## src/rtl/spell_rambus_pkg.sv

```systemverilog
// rtl/spell_rambus_pkg.sv - shared constants and state encoding for the spell rambus responder
package spell_rambus_pkg;

    localparam logic [1:0] IDLE  = 2'd0;
    localparam logic [1:0] ISSUE = 2'd1;
    localparam logic [1:0] WAIT  = 2'd2;
    localparam logic [1:0] ACK   = 2'd3;

    localparam int RAMBUS_ADDR_W = 10;
    localparam int RAMBUS_DATA_W = 32;
    localparam int RAMBUS_SEL_W  = 4;

    localparam logic PORT_A = 1'b0;
    localparam logic PORT_B = 1'b1;

    typedef enum logic [1:0] {
        ST_IDLE  = IDLE,
        ST_ISSUE = ISSUE,
        ST_WAIT  = WAIT,
        ST_ACK   = ACK
    } state_t;

endpackage

```

## src/rtl/spell_rr_arbiter.sv

```systemverilog
// rtl/spell_rr_arbiter.sv - two-request round-robin arbiter; last_grant moves only on a grant strobe
module spell_rr_arbiter
    import spell_rambus_pkg::*;
(
    input  logic clock,
    input  logic reset,
    input  logic i_req_a,
    input  logic i_req_b,
    input  logic i_grant_stb,
    output logic o_grant
);

    logic r_last_grant;

    always_comb begin
        o_grant = PORT_A;
        if (i_req_a && i_req_b) begin
            o_grant = ~r_last_grant;
        end else if (i_req_b) begin
            o_grant = PORT_B;
        end
    end

    // Resetting to B lets A win the first tie after reset.
    always_ff @(posedge clock) begin
        if (reset) begin
            r_last_grant <= PORT_B;
        end else if (i_grant_stb) begin
            r_last_grant <= o_grant;
        end
    end

endmodule

```

## src/rtl/spell_rambus_responder.sv

```systemverilog
// rtl/spell_rambus_responder.sv - two-port classic Wishbone responder serving one single-port SRAM macro
module spell_rambus_responder
    import spell_rambus_pkg::*;
#(
    parameter int READ_LATENCY = 1,
    parameter int WORDS        = 256
) (
    input  logic                         clock,
    input  logic                         reset,
    input  logic                         a_wb_cyc_i,
    input  logic                         a_wb_stb_i,
    input  logic                         a_wb_we_i,
    input  logic [RAMBUS_SEL_W-1:0]      a_wb_sel_i,
    input  logic [RAMBUS_ADDR_W-1:0]     a_wb_addr_i,
    input  logic [RAMBUS_DATA_W-1:0]     a_wb_dat_i,
    output logic                         a_wb_ack_o,
    output logic [RAMBUS_DATA_W-1:0]     a_wb_dat_o,
    input  logic                         b_wb_cyc_i,
    input  logic                         b_wb_stb_i,
    input  logic                         b_wb_we_i,
    input  logic [RAMBUS_SEL_W-1:0]      b_wb_sel_i,
    input  logic [RAMBUS_ADDR_W-1:0]     b_wb_addr_i,
    input  logic [RAMBUS_DATA_W-1:0]     b_wb_dat_i,
    output logic                         b_wb_ack_o,
    output logic [RAMBUS_DATA_W-1:0]     b_wb_dat_o,
    output logic                         sram_csb_o,
    output logic                         sram_web_o,
    output logic [RAMBUS_SEL_W-1:0]      sram_wmask_o,
    output logic [$clog2(WORDS)-1:0]     sram_addr_o,
    output logic [RAMBUS_DATA_W-1:0]     sram_din_o,
    input  logic [RAMBUS_DATA_W-1:0]     sram_dout_i
);

    localparam int         WADDR_W  = $clog2(WORDS);
    localparam logic [1:0] LAST_CNT = 2'(READ_LATENCY - 1);

    state_t                     r_state;
    state_t                     w_next;
    logic                       r_port;
    logic                       r_we;
    logic [1:0]                 r_wait_cnt;
    logic                       r_csb;
    logic                       r_web;
    logic [RAMBUS_SEL_W-1:0]    r_wmask;
    logic [WADDR_W-1:0]         r_addr;
    logic [RAMBUS_DATA_W-1:0]   r_din;
    logic [RAMBUS_DATA_W-1:0]   r_a_dat;
    logic [RAMBUS_DATA_W-1:0]   r_b_dat;

    logic                       w_req_a;
    logic                       w_req_b;
    logic                       w_grant;
    logic                       w_grant_stb;
    logic                       w_wait_done;
    logic                       w_we;
    logic [RAMBUS_SEL_W-1:0]    w_sel;
    logic [WADDR_W-1:0]         w_addr;
    logic [RAMBUS_DATA_W-1:0]   w_dat;
    logic                       w_unused_addr_lsbs;

    assign w_req_a     = a_wb_cyc_i & a_wb_stb_i;
    assign w_req_b     = b_wb_cyc_i & b_wb_stb_i;
    assign w_grant_stb = (r_state == ST_IDLE) && (w_req_a || w_req_b);
    assign w_wait_done = (r_state == ST_WAIT) && (r_wait_cnt == LAST_CNT);

    assign w_we   = (w_grant == PORT_B) ? b_wb_we_i : a_wb_we_i;
    assign w_sel  = (w_grant == PORT_B) ? b_wb_sel_i : a_wb_sel_i;
    assign w_addr = (w_grant == PORT_B) ? b_wb_addr_i[2 +: WADDR_W] : a_wb_addr_i[2 +: WADDR_W];
    assign w_dat  = (w_grant == PORT_B) ? b_wb_dat_i : a_wb_dat_i;
    assign w_unused_addr_lsbs = ^{a_wb_addr_i[1:0], b_wb_addr_i[1:0]};

    spell_rr_arbiter u_arbiter (
        .clock       (clock),
        .reset       (reset),
        .i_req_a     (w_req_a),
        .i_req_b     (w_req_b),
        .i_grant_stb (w_grant_stb),
        .o_grant     (w_grant)
    );

    always_ff @(posedge clock) begin
        if (reset) begin
            r_state <= ST_IDLE;
        end else begin
            r_state <= w_next;
        end
    end

    always_comb begin
        w_next = r_state;
        case (r_state)
            ST_IDLE:  if (w_req_a || w_req_b) w_next = ST_ISSUE;
            ST_ISSUE: w_next = r_we ? ST_ACK : ST_WAIT;
            ST_WAIT:  if (w_wait_done) w_next = ST_ACK;
            ST_ACK:   w_next = ST_IDLE;
            default:  w_next = ST_IDLE;
        endcase
    end

    // SRAM controls are loaded at the grant edge so the macro sees them during ISSUE.
    always_ff @(posedge clock) begin
        if (reset) begin
            r_port     <= PORT_A;
            r_we       <= 1'b0;
            r_wait_cnt <= 2'd0;
            r_csb      <= 1'b1;
            r_web      <= 1'b1;
            r_wmask    <= '0;
            r_addr     <= '0;
            r_din      <= '0;
            r_a_dat    <= '0;
            r_b_dat    <= '0;
        end else begin
            r_csb <= 1'b1;
            r_web <= 1'b1;
            if (w_grant_stb) begin
                r_port  <= w_grant;
                r_we    <= w_we;
                r_csb   <= w_we && (w_sel == '0);
                r_web   <= ~w_we;
                r_wmask <= w_sel;
                r_addr  <= w_addr;
                r_din   <= w_dat;
            end
            if (r_state == ST_ISSUE) begin
                r_wait_cnt <= 2'd0;
            end else if (r_state == ST_WAIT && r_wait_cnt != 2'd3) begin
                r_wait_cnt <= r_wait_cnt + 2'd1;
            end
            if (w_wait_done) begin
                if (r_port == PORT_A) r_a_dat <= sram_dout_i;
                else                  r_b_dat <= sram_dout_i;
            end
        end
    end

    // A dropped cyc in ACK turns the transfer into a silent abort.
    assign a_wb_ack_o   = (r_state == ST_ACK) && (r_port == PORT_A) && a_wb_cyc_i;
    assign b_wb_ack_o   = (r_state == ST_ACK) && (r_port == PORT_B) && b_wb_cyc_i;
    assign a_wb_dat_o   = r_a_dat;
    assign b_wb_dat_o   = r_b_dat;
    assign sram_csb_o   = r_csb;
    assign sram_web_o   = r_web;
    assign sram_wmask_o = r_wmask;
    assign sram_addr_o  = r_addr;
    assign sram_din_o   = r_din;

endmodule

```

## config.mk

```make
export PLATFORM = sky130hd
export DESIGN_NAME = spell_rambus_responder
export DESIGN_NICKNAME = d
export VERILOG_FILES = /design/src/rtl/spell_rambus_pkg.sv /design/src/rtl/spell_rr_arbiter.sv /design/src/rtl/spell_rambus_responder.sv
export SDC_FILE = /design/constraint.sdc
export NUM_CORES = 1
export LEC_CHECK = 0
export CORE_MARGIN = 3
export CORE_UTILIZATION = 42
export DETAILED_ROUTE_END_ITERATION = 12
export PLACE_DENSITY = 0.87
export SLEW_MARGIN = 20
export SYNTH_ARGS = -nofsm -noshare
export SYNTH_HDL_FRONTEND = slang
export SYNTH_SLANG_ARGS = --single-unit
```

## constraint.sdc

```tcl
create_clock -name clock -period 2.2 [get_ports clock]
set_clock_uncertainty 0.2 [all_clocks]
set_input_delay 0.33 -clock clock [delete_from_list [all_inputs] [get_ports clock]]
set_output_delay 0.33 -clock clock [all_outputs]
set_load 0.005 [all_outputs]
```

Word level (Yosys, flattened, before mapping)

Cells that the tools add are included.

Register bits after elaboration: 117
Latch bits: 0
Bits in writable memories: 0
ROM bits: 0
Input bits: 132
Word-level logic and storage cells: 53
Memories kept: 0

Add/subtract/negate cells: 1
Multiply operators: 0
Divide/modulo/power cells: 0
$lt $le $gt $ge: 0
Equality and inequality tests: 6
Shift-type cells: 0
Mux-type cells: 10
Bitwise gates (word level): 6
Reductions and logical operators: 18

Operators by type and width:

| operator            | count |
|---|---|
| $mux 32             | 1 |
| $logic_and 1x1->1   | 9 |
| $mux 8              | 1 |
| $pmux 2 s4          | 1 |
| $reduce_and 2->1    | 3 |
| $eq 2x2->1 const B  | 2 |
| $logic_not 2->1     | 2 |
| $logic_not 4->1     | 1 |
| $mux 1              | 4 |
| $mux 2              | 2 |
| $mux 4              | 1 |
| $ne 2x2->1 const B  | 2 |
| $not 1->1           | 4 |
| $reduce_or 2->1     | 2 |
| $add 2x1->2 const B | 1 |
| $and 1x1->1         | 2 |
| $eq 2x1->1 const B  | 1 |
| $ne 2x1->1 const B  | 1 |
| $logic_or 1x1->1    | 1 |

Depth between registers and ports, before layout

Gate-level depths: netlist of run 1.

Word-level depth: 6
Gate-level depth with buffers: 7

Hierarchy

Synthesis of run 1 repeated with hierarchy kept, for this count alone.

Cell total of the unflattened synthesis: 487
Area, all modules: 4545.6 um^2

Modules (own cells, without submodules):

| module                 | instances | cells each | area each (um^2) |
|---|---|---|---|
| spell_rambus_responder | 1         | 483        | 4503.1 |
| spell_rr_arbiter       | 1         | 4          | 42.5 |

Worst setup path before layout of run 1

No wires, ideal clock.

Path kind: register to register
Start point: reg r_state[0]
End point: reg r_we
Library setup time: 0.147 ns
Arrival: 1.333 ns
Slack: 0.520 ns
Cell stages (with the launch flop): 8
Clock period less this slack: 1.680 ns
Path through: dfxtp_1 inv_1 ha_1 clkbuf_1 inv_1 nor2_4 buf_4 a311oi_2

Longest elaborated chain between the ends: 2

Ends and longest elaborated chain:

| item                   | RTL line                      | text |
|---|---|---|
| from (decl)            | spell_rambus_responder.sv:37  | `state_t r_state;` |
| from (signal assigned) | spell_rambus_responder.sv:85  | `r_state <= w_next;` |
| $logic_not 2->1        | spell_rambus_responder.sv:63  | `assign w_grant_stb = (r_state == ST_IDLE) && (w_req_a \|\| w_req_b);` |
| $logic_and 1x1->1      | spell_rambus_responder.sv:63  |  |
| to (signal assigned)   | spell_rambus_responder.sv:118 | `r_we <= w_we;` |
| to (decl)              | spell_rambus_responder.sv:40  | `logic r_we;` |

No other way between the ends.
A chain may end at the register's enable or synchronous reset.

Worst setup path after layout of run 1

Start point: reg r_state[1]
End point: out b_wb_ack_o

Longest elaborated chain between the ends: 3

Ends and longest elaborated chain:

| item                            | RTL line                      | text |
|---|---|---|
| $eq 2x2->1                      | spell_rambus_responder.sv:139 | `assign b_wb_ack_o = (r_state == ST_ACK) && (r_port == PORT_B) && b_wb_cyc_i;` |
| $logic_and 1x1->1 (2 in series) | spell_rambus_responder.sv:139 |  |
| to (decl)                       | spell_rambus_responder.sv:24  | `output logic b_wb_ack_o,` |

No other way between the ends.

==> impl_results.md, run 1 <==
- Io pins: 244
- TritonCTS clock tree: done
- Status: completed
- Hold Crit Depth: 2
- Grt ovf: 0
- Number of synthesized register bits: 117
- Tot Pwr: 8290 uW
- Slew Limit Fails: 0
- Worst Setup Start Kind: flop
- Worst setup startpoint: r_state[1]
- WP data required: 1.67 ns
- Area grow syn2layout: 60.0%
- Top Family by Delay on Critical Path: buffers and inverters
- Async SR Flop Fraction: 0%
- Design Area, Final: 8490 um2
- Arrival @ worst endpoint: 1.59 ns
- Gate Count Post-Synth: 603
- F_max: 471 MHz
- Via count: 5,354
- Area contributors post-synth: dfxtp_1, a311oi_2, nand2_1
- Layout cell share with drive strength beyond 1: 15.7%
- Via count of the first global-routing pass: 5,257
- Post-place setup slack: 0.0942 ns
- Die ar.: 14,000 um2
- Rows: 40
- Pwr dens: 977 nW/um2
- Critical path buffers and inverters: 1
- FF-to-FF Start: r_state[0]
- Final Cycle Share: 96.6%
- Maxcap violations: 0
- Post-synth EDFFs: 0
- Port Buffer Count: 239
- CP endpoint kind: output port
- Post-CTS setup buffers: 0
- # fillers: 925
- Final hold vios: 0
- CTS sink cnt: 117
- Post-layout util: 69.8%
- Clk slew on worst S/H paths: 0.06 ns
- Post-DP HPWL: 11,700 um
- Max transition margin: 65.8%
- Routability cong.: 0.800
- Root Buffer: clkbuf_16
- Avg Vias per Cell: 5.32
- Net Count, Synth: 742
- Fin Setup TNS: 0 ns
- Pin slew with the least headroom to its limit: 0.514 ns
- Leading area contributor after synthesis: dfxtp_1
- Hold Path Class: primary input to flop
- Width of the die: 118 um
- Final setup viols: 0
- Warning count from the yosys run: 0
- Ant. Diodes: 0
- WL final: 16,700 um
- Min-delay src: reset
- Avg Inst Size Synth: 8.80 um2
- First-pass GRT wire length: 26,100 um
- CP max stage cell: clkdlybuf4s50_1
- Worst Hold End: r_port
- R2R Setup Slk: 0.43 ns
- Sequential area share after synthesis: 44.1%
- H-tree depth: 4
- WS Path Type: flop to output port
- PnR worst setup slack: 0.0756 ns
- Synth unique cells: 38
- Top-area cell type share of the netlist area: 44.1%
- DR WL/cell: 16.6 um
- GRT Total Usage: 22.9%
- Worst skew pair latency: 0.40 ns
- Initial Util: 43.6%
- Mapped Area: 5310 um2
- Maximum VDD drop: 530 uV
- Core Region: 12,200 um2
- Cell count of the worst reg-to-reg path: 6
- Placed inst area: 7860 um2
- RSZ-0062 raised after global routing: false
- DR iter-0 viols: 480
- ANT nets after route: 0
- Fin crit period: 2.12 ns
- Top_reg_cell synth: dfxtp_1
- Initial antenna violation count: 0
- Residual DRC: 0
- Reg2reg end: b_wb_dat_o[14]
- Leak Pwr: 0.00285 uW
- Worst-path cell chain: ha_4 -> and3_1 -> clkdlybuf4s50_1
- TritonCTS Buffers: 17
- Nets: 965
- Critical path peak fanout: 5
- DRT Pass-1 Iters: 5
- Die height: 118 um
- Bufs on Longest Clock Path: 2
- CP max stage delay: 0.50 ns
- Pin count of the biggest net entering global routing: 65
## per-layer routing
layer	track usage [%]	part of all wire, %	up-vias
met5	0	0	-
met4	8.83	2.0	0
met3	9.23	9.9	27
met2	41.2	50	245
met1	23.6	38	2490
li1	-	-	2592
## cells in the mapped netlist, drive strengths merged, types with 3 or more instances
library cell and n:
dfxtp 117, a311oi 45, clkbuf 24, nor3 4
ha 7, nand3 48, buf 37, nand2 131
o21ai 46, inv 5, a21oi 111, nor2 4
and3 3
## flip-flops by register name (all words and copies together), names as in the netlist, 2 cells and up
register	cells
sram_addr_o	8
r_wait_cnt	2
sram_wmask_o	4
b_wb_dat_o	32
r_state	2
sram_din_o	32
a_wb_dat_o	32
## worst max-delay path by stage
stage	end	slack (ns)	depth (start not counted)
after detailed placement	b_wb_ack_o	0.09	3
after CTS	b_wb_ack_o	0.02	2
final	b_wb_ack_o	0.08	3
after global routing	a_wb_ack_o	0.008	4
after floorplan	r_we	0.52	7
after global placement	b_wb_ack_o	0.1	3
## what timing repair did
item,4_1_cts,5_1_grt
resized for setup,3,3
endpoints found under the setup margin,2,2
pin swaps,1,0
hold buffers,0,0
endpoints found under the hold margin,0,0
## stage by stage
| step | hold WS (ns) | instances |
|---|---|---|
| detailed placement | 0.246 | 975 |
| CTS | 0.215 | 1007 |
| floorplan | 0.253 | 603 |
| global placement | 0.241 | 975 |
| finish | 0.228 | 1007 |
| global route | 0.259 | 1007 |
## cell families after synthesis
kind of cell	Yosys count	synth area share, %
flops	117	44.1
mux	2	0.377
buf+inv	66	7.52
fa+ha+maj	7	1.65
xor+xnor	1	0.165
simple gates	200	16.3
compound gates	210	29.8
## power by group
group | internal, uW | leakage (uW) | switching, uW
logic | 1430 | 0.00159 | 1300
clock network | 1810 | 0.000304 | 1060
registers | 2480 | 0.000956 | 217
## layout make-up
| type | count | area (um2) | area share [%] |
|---|---|---|---|
| clock inverters | 15 | 191 | 2.25 |
| flip-flops and latches | 117 | 2350 | 27.7 |
| repair buffers | 265 | 2710 | 31.9 |
| clock buffers | 17 | 425 | 5.01 |
| well taps | 168 | 210 | 2.47 |
| multi-input cells | 420 | 2590 | 30.5 |
| inverters | 5 | 18.8 | 0.221 |
## cells in the final DEF (no fill, tap or decap), types with 3 or more instances in the layout
| cell | synthesis | layout |
|---|---|---|
| o21ai_1 | 41 | 41 |
| nand3_1 | 48 | 47 |
| a21oi_1 | 91 | 91 |
| o21ai_0 | 5 | 5 |
| clkbuf_16 | 0 | 17 |
| dfxtp_1 | 117 | 114 |
| inv_6 | 0 | 6 |
| a311oi_1 | 4 | 4 |
| a21oi_2 | 20 | 20 |
| ha_1 | 7 | 5 |
| nand2_1 | 130 | 130 |
| clkdlybuf4s50_1 | 0 | 238 |
| nor2_1 | 3 | 3 |
| buf_12 | 0 | 10 |
| a311oi_2 | 41 | 41 |
| clkinv_4 | 0 | 5 |
| bufinv_16 | 0 | 3 |
| inv_1 | 5 | 5 |
| nor3_1 | 4 | 4 |
| buf_4 | 7 | 17 |
(Power assumes the default switching activity.)
==> inputs of run 2 (changes only) <==
Settings changed: CORE_UTILIZATION 42 to 45, GPL_TIMING_DRIVEN from default to 1, PLACE_DENSITY 0.87 to 0.92.
Clock period 2.2 ns to 2.6 ns, I/O delays scaled along.
==> impl_results.md, run 2 (same netlist as run 1, synthesis figures left out) <==
- Worst Setup Start Kind: primary input
- Cell repeated most along the worst path: clkdlybuf4s50_1
- Min-delay src: a_wb_dat_o[4]
- WS Path Type: primary input to output port
- Top Family by Delay on Critical Path: buffers and inverters
- Reg power frac: 32.0% (-0.5 points)
- Io pins: 244 (unchanged)
- Fin crit period: 2.34 ns
- Via count: 5,473 (+2.2%)
- Initial antenna violation count: 0 (unchanged)
- Die ar.: 13,100 um2 (-6.3%)
- TritonCTS clock tree: done
- Area grow syn2layout: 59.1%
- Hold_ws: 0.252 ns (+0.0240 ns)
- Ant. Diodes: 0 (unchanged)
- Final setup viols: 0 (unchanged)
- Grt ovf: 0 (unchanged)
- Reg2reg end: a_wb_dat_o[21]
- Status: completed
- Avg Vias per Cell: 5.57 (+4.8%)
- Cell count of the worst reg-to-reg path: 6 (unchanged)
- Commonest cells after routing, fill and taps aside: clkdlybuf4s50_1, nand2_1, dfxtp_1, a21oi_1, nand3_1
- Maxcap violations: 0 (unchanged)
- Rows: 39 (-2.5%)
- Layout cell share with drive strength beyond 1: 15.3% (-0.48 points)
- Initial Util: 46.3% (+2.6 points)
- Logic pwr share: 32.2% (-0.7 points)
- Hold buffer count at cts: 0 (unchanged)
- H-tree depth: 4 (unchanged)
- R2R Setup Slk: 0.67 ns (+0.24 ns)
- Slew Limit Fails: 0 (unchanged)
- WL final: 17,400 um (+4.0%)
- NetSw: 2230 uW (-13%)
- Critical path peak fanout: 5 (unchanged)
- Width of the die: 115 um (-3.2%)
- CTS sink cnt: 117 (unchanged)
- Residual DRC: 0 (unchanged)
- Core Region: 11,500 um2 (-5.7%)
- Final hold vios: 0 (unchanged)
- Sw frac: 31.3% (+0.22 points)
- Placed cells: 950 (-2.6%)
- Hold Crit Depth: 2 (unchanged)
- Worst Hold End: a_wb_dat_o[4]
- Final Cycle Share: 90.0%
- Worst skew pair latency: 0.41 ns (about the same)
- DR WL/cell: 17.7 um (+6.6%)
- Pwr dens: 844 nW/um2 (-14%)
- RSZ-0062 raised after global routing: false
- Hold Path Class: flop to flop
- Commonest non-fill, non-tap cell in the layout: clkdlybuf4s50_1
- Pin slew with the least headroom to its limit: 0.672 ns (+0.158 ns)
- First-pass GRT wire length: 27,200 um (+4.0%)
- GRT Total Usage: 26.0% (+3.1 points)
- Die height: 115 um (-3.2%)
- TritonCTS Buffers: 17 (unchanged)
- Pin count of the biggest net entering global routing: 60 (-7.7%)
- DR iter-0 viols: 475 (-1.0%)
- Maximum VDD drop: 560 uV (+5.6%)
- Leak Pwr: 0.00285 uW (about the same)
- Bufs on Longest Clock Path: 2 (unchanged)
- Nets: 965 (unchanged)
- Worst-path cell chain: clkdlybuf4s50_1 -> nand2_1 -> nor2_1 -> clkdlybuf4s50_1
- CP max stage delay: 0.64 ns (+0.14 ns)
- WP data required: 2.01 ns (+0.34 ns)
- Arrival @ worst endpoint: 1.75 ns (+0.16 ns)
- Routability cong.: 0.829 (+3.6%)
- FF-to-FF Start: r_state[0]
- Root Buffer: clkbuf_16
- CP endpoint kind: output port
- Tot Pwr: 7130 uW (-14%)
- ANT nets after route: 0 (unchanged)
- CP max stage cell: clkdlybuf4s50_1
- F_max: 428 MHz
- Fin Setup TNS: 0 ns (unchanged)
- Post-DP HPWL: 12,100 um (+2.6%)
- Critical path buffers and inverters: 2 (+1)
- Clk slew on worst S/H paths: 0.05 ns (about the same)
- DRT Pass-1 Iters: 5 (unchanged)
- CTS resizes: 0 (-3)
- Max transition margin: 55.2% (-11 points)
- Via count of the first global-routing pass: 5,430 (+3.3%)
- Post-CTS setup buffers: 0 (unchanged)
- Finished Layout Cells: 982 (-2.5%)
- Port Buffer Count: 239 (unchanged)
- Share of power burned in the clock network: 35.9% (+1.3 points)
- Internal cell power: 4900 uW (-14%)
run 2: cell count changes in the layout (fill, tap and decap cells not counted), sizes merged:
cell | previous run | this run
bufinv | 3 | 4
clkinv | 6 | 3
clkinvlp | 0 | 2
run 2: metal layers:
| metal | up-vias | global-route usage (%) | share of wire (%) |
|---|---|---|---|
| li1 | 2599 | - | - |
| met1 | 2583 | 28.1 | 37 |
| met2 | 261 | 46.5 | 51 |
| met3 | 30 | 9.57 | 10 |
| met4 | 0 | 8.71 | 2.0 |
| met5 | - | 0 | 0 |
run 2: tightest hold or removal path, delay by kind of cell (launching register included):
family	cells	cell delay [ns]
AO/OA/AOI/OAI	1	0.05
flip-flops	1	0.30
AND/OR/NAND/NOR	1	0.05
run 2: worst max path at each step:
stage,from,endpoint,slack [ns],depth (start not counted)
2_1_floorplan,r_state[0],r_we,0.92,7
3_3_place_gp,a_wb_cyc_i,u_arbiter.r_last_grant,0.27,4
3_5_place_dp,a_wb_cyc_i,sram_addr_o[3],0.23,5
4_1_cts,a_wb_cyc_i,a_wb_ack_o,0.26,4
5_1_grt,r_state[1],a_wb_ack_o,0.18,4
6_report,a_wb_cyc_i,a_wb_ack_o,0.26,4
run 2: through the flow:
stage               utilization, %  worst slack, ns  instance area [um2]
floorplan                        -            0.920                 5310
global placement              68.0            0.268                 7800
detailed placement            68.0            0.233                 7800
CTS                           73.6            0.264                 8440
global route                  73.6            0.177                 8440
finish                        73.6            0.261                 8440
run 2: area by class of cell:
type	count	area (um2)
Inverter	5	18.8
Timing Repair Buffer	265	2690
Tap cell	143	179
Multi-Input combinational cell	420	2580
Clock inverter	15	216
Clock buffer	17	425
Fill cell	788	3020
Sequential cell	117	2340
run 2: power groups by stage:
stage	Combinational, uW	Sequential (uW)	Clock, uW
finish	2290	2280	2560
global route	2470	2310	2660
CTS	2290	2280	2570
detailed placement	2270	2310	0
global placement	2230	2290	0
floorplan	1200	2310	0
==> inputs of run 3 (changes only) <==
Settings changed: CAP_MARGIN from default to 20, CORE_UTILIZATION 45 to 42, PLACE_DENSITY 0.92 to 0.87.
Clock period 2.6 ns to 2.59 ns, I/O delays scaled along.
==> impl_results.md, run 3 (same netlist as run 1, synthesis figures left out) <==
- Post-CTS setup buffers: 0 (unchanged)
- WS Path Type: flop to output port
- DR iter-0 viols: 331 (-30%)
- CP max stage cell: clkdlybuf4s50_1
- Reg2reg end: sram_din_o[11]
- WL final: 17,000 um (-2.5%)
- Maximum VDD drop: 493 uV (-12%)
- PnR worst setup slack: 0.216 ns (-0.0452 ns)
- Status: completed
- Post-layout util: 69.3% (-4.4 points)
- Post-place setup slack: 0.228 ns (-0.00486 ns)
- Min-delay src: a_wb_dat_o[10]
- Rows: 40 (+2.6%)
- Grt ovf: 0 (unchanged)
- Fin crit period: 2.37 ns
- RSZ-0062 raised after global routing: false
- Residual DRC: 0 (unchanged)
- First-pass GRT wire length: 26,600 um (-2.0%)
- Final Cycle Share: 91.7%
- ANT nets after route: 0 (unchanged)
- Pwr dens: 839 nW/um2 (-0.59%)
- Port Buffer Count: 239 (unchanged)
- Bufs on Longest Clock Path: 2 (unchanged)
- H-tree depth: 4 (unchanged)
- CP max stage delay: 0.53 ns (-0.11 ns)
- TritonCTS clock tree: done
- CTS resizes: 0 (unchanged)
- Via count of the first global-routing pass: 5,372 (-1.1%)
- Layout cell share with drive strength beyond 1: 14.7% (-0.54 points)
- Ant. Diodes: 0 (unchanged)
- Worst skew pair latency: 0.41 ns (about the same)
- Fin Setup TNS: 0 ns (unchanged)
- Top Family by Delay on Critical Path: buffers and inverters
- Area grow syn2layout: 58.7%
- # fillers: 975 (+24%)
- Die ar.: 14,000 um2 (+6.8%)
- Max transition margin: 48.7% (-6.6 points)
- CTS sink cnt: 117 (unchanged)
- Nets: 962 (-0.31%)
- Register area: 2340 um2 (unchanged)
- Die height: 118 um (+3.3%)
- Initial Util: 43.6% (-2.6 points)
- Pin count of the biggest net entering global routing: 63 (+5.0%)
- Worst Setup Start Kind: flop
- Hold Crit Depth: 2 (unchanged)
- Critical path peak fanout: 5 (unchanged)
- DR WL/cell: 16.9 um (-4.6%)
- Width of the die: 118 um (+3.3%)
- Routability cong.: 0.782 (-5.6%)
- GRT Total Usage: 23.8% (-2.2 points)
- FF-to-FF Start: r_state[0]
- DRT Pass-1 Iters: 5 (unchanged)
- Worst-path cell chain: ha_1 -> nand2_1 -> nor2_1 -> clkdlybuf4s50_1
- Final hold vios: 0 (unchanged)
- CP endpoint: a_wb_ack_o
- Via count: 5,456 (-0.31%)
- Commonest non-fill, non-tap cell in the layout: clkdlybuf4s50_1
- Cell count of the worst reg-to-reg path: 6 (unchanged)
- R2R Setup Slk: 0.51 ns (-0.16 ns)
- Final setup viols: 0 (unchanged)
- Hold buffer count at cts: 0 (unchanged)
- Maxcap violations: 0 (unchanged)
- TritonCTS Buffers: 17 (unchanged)
- Stages on the worst setup path: 4 (unchanged)
- Slew Limit Fails: 0 (unchanged)
- CP endpoint kind: output port
- WP data required: 2.00 ns (about the same)
- Hold_ws: 0.250 ns (-0.00125 ns)
- Critical path buffers and inverters: 1 (-1)
- Multi-input logic area: 2580 um2 (unchanged)
- Clk slew on worst S/H paths: 0.05 ns (about the same)
- Root Buffer: clkbuf_16
- Commonest cells after routing, fill and taps aside: clkdlybuf4s50_1, nand2_1, dfxtp_1, a21oi_1, nand3_1
- Hold Path Class: flop to flop
- Core Region: 12,200 um2 (+6.1%)
- Io pins: 244 (unchanged)
- F_max: 421 MHz
- Worst setup startpoint: r_state[1]
- Avg Vias per Cell: 5.43 (-2.5%)
- Leak Pwr: 0.00283 uW (-1.0%)
- Post-DP HPWL: 11,900 um (-1.2%)
- Arrival @ worst endpoint: 1.79 ns (+0.04 ns)
- Initial antenna violation count: 0 (unchanged)
- Pin slew with the least headroom to its limit: 0.770 ns (+0.0984 ns)
-- run 3: cell types whose count changed in the layout (fill, tap and decap cells not counted), sizes merged --
cell | before | now
clkbuf | 17 | 19
clkinvlp | 2 | 3
bufinv | 4 | 5
clkinv | 3 | 4
buf | 27 | 24
inv | 11 | 6
-- run 3: how the worst min path moves through the flow --
stage	end	slack, ns
6_report	a_wb_dat_o[10]	0.25
5_1_grt	b_wb_dat_o[31]	0.27
4_1_cts	b_wb_dat_o[17]	0.25
3_5_place_dp	b_wb_dat_o[17]	0.25
3_3_place_gp	a_wb_dat_o[13]	0.24
2_1_floorplan	a_wb_dat_o[0]	0.25
-- run 3: per-stage QoR --
stage	total power, uW	instances	instance area [um2]
after floorplan	3530	603	5310
after global placement	4500	972	7780
after detailed placement	4560	972	7780
after CTS	7120	1004	8420
after global routing	7400	1004	8420
final	7070	1004	8420
-- run 3: layout make-up --
type / instances / area share, %
clock inverters: 13 / 2.44
flip-flops and latches: 117 / 27.8
clock buffers: 19 / 5.14
repair buffers: 262 / 31.3
inverters: 5 / 0.223
well taps: 168 / 2.50
multi-input cells: 420 / 30.6
-- run 3: power by group --
group / total, uW / switching [uW] / internal (uW)
Combinational: 2240 / 1090 / 1150
Sequential: 2280 / 179 / 2100
Clock: 2540 / 839 / 1700
Total: 7070 / 2110 / 4950
-- run 3: layer usage --
layer	vias up	routed length, um	track usage, %	part of all wire (%)
li1	2595	-	-	-
met1	2525	6200	24.6	37
met2	298	8420	41.6	50
met3	38	1830	9.71	11
met4	0	507	11.5	3.0
met5	-	0	0	0
-- run 3: worst min-delay path, stage by stage, from the launching register on --
cell     delay [ns]
dfxtp_1        0.30
nand2_1        0.05
a21oi_1        0.05
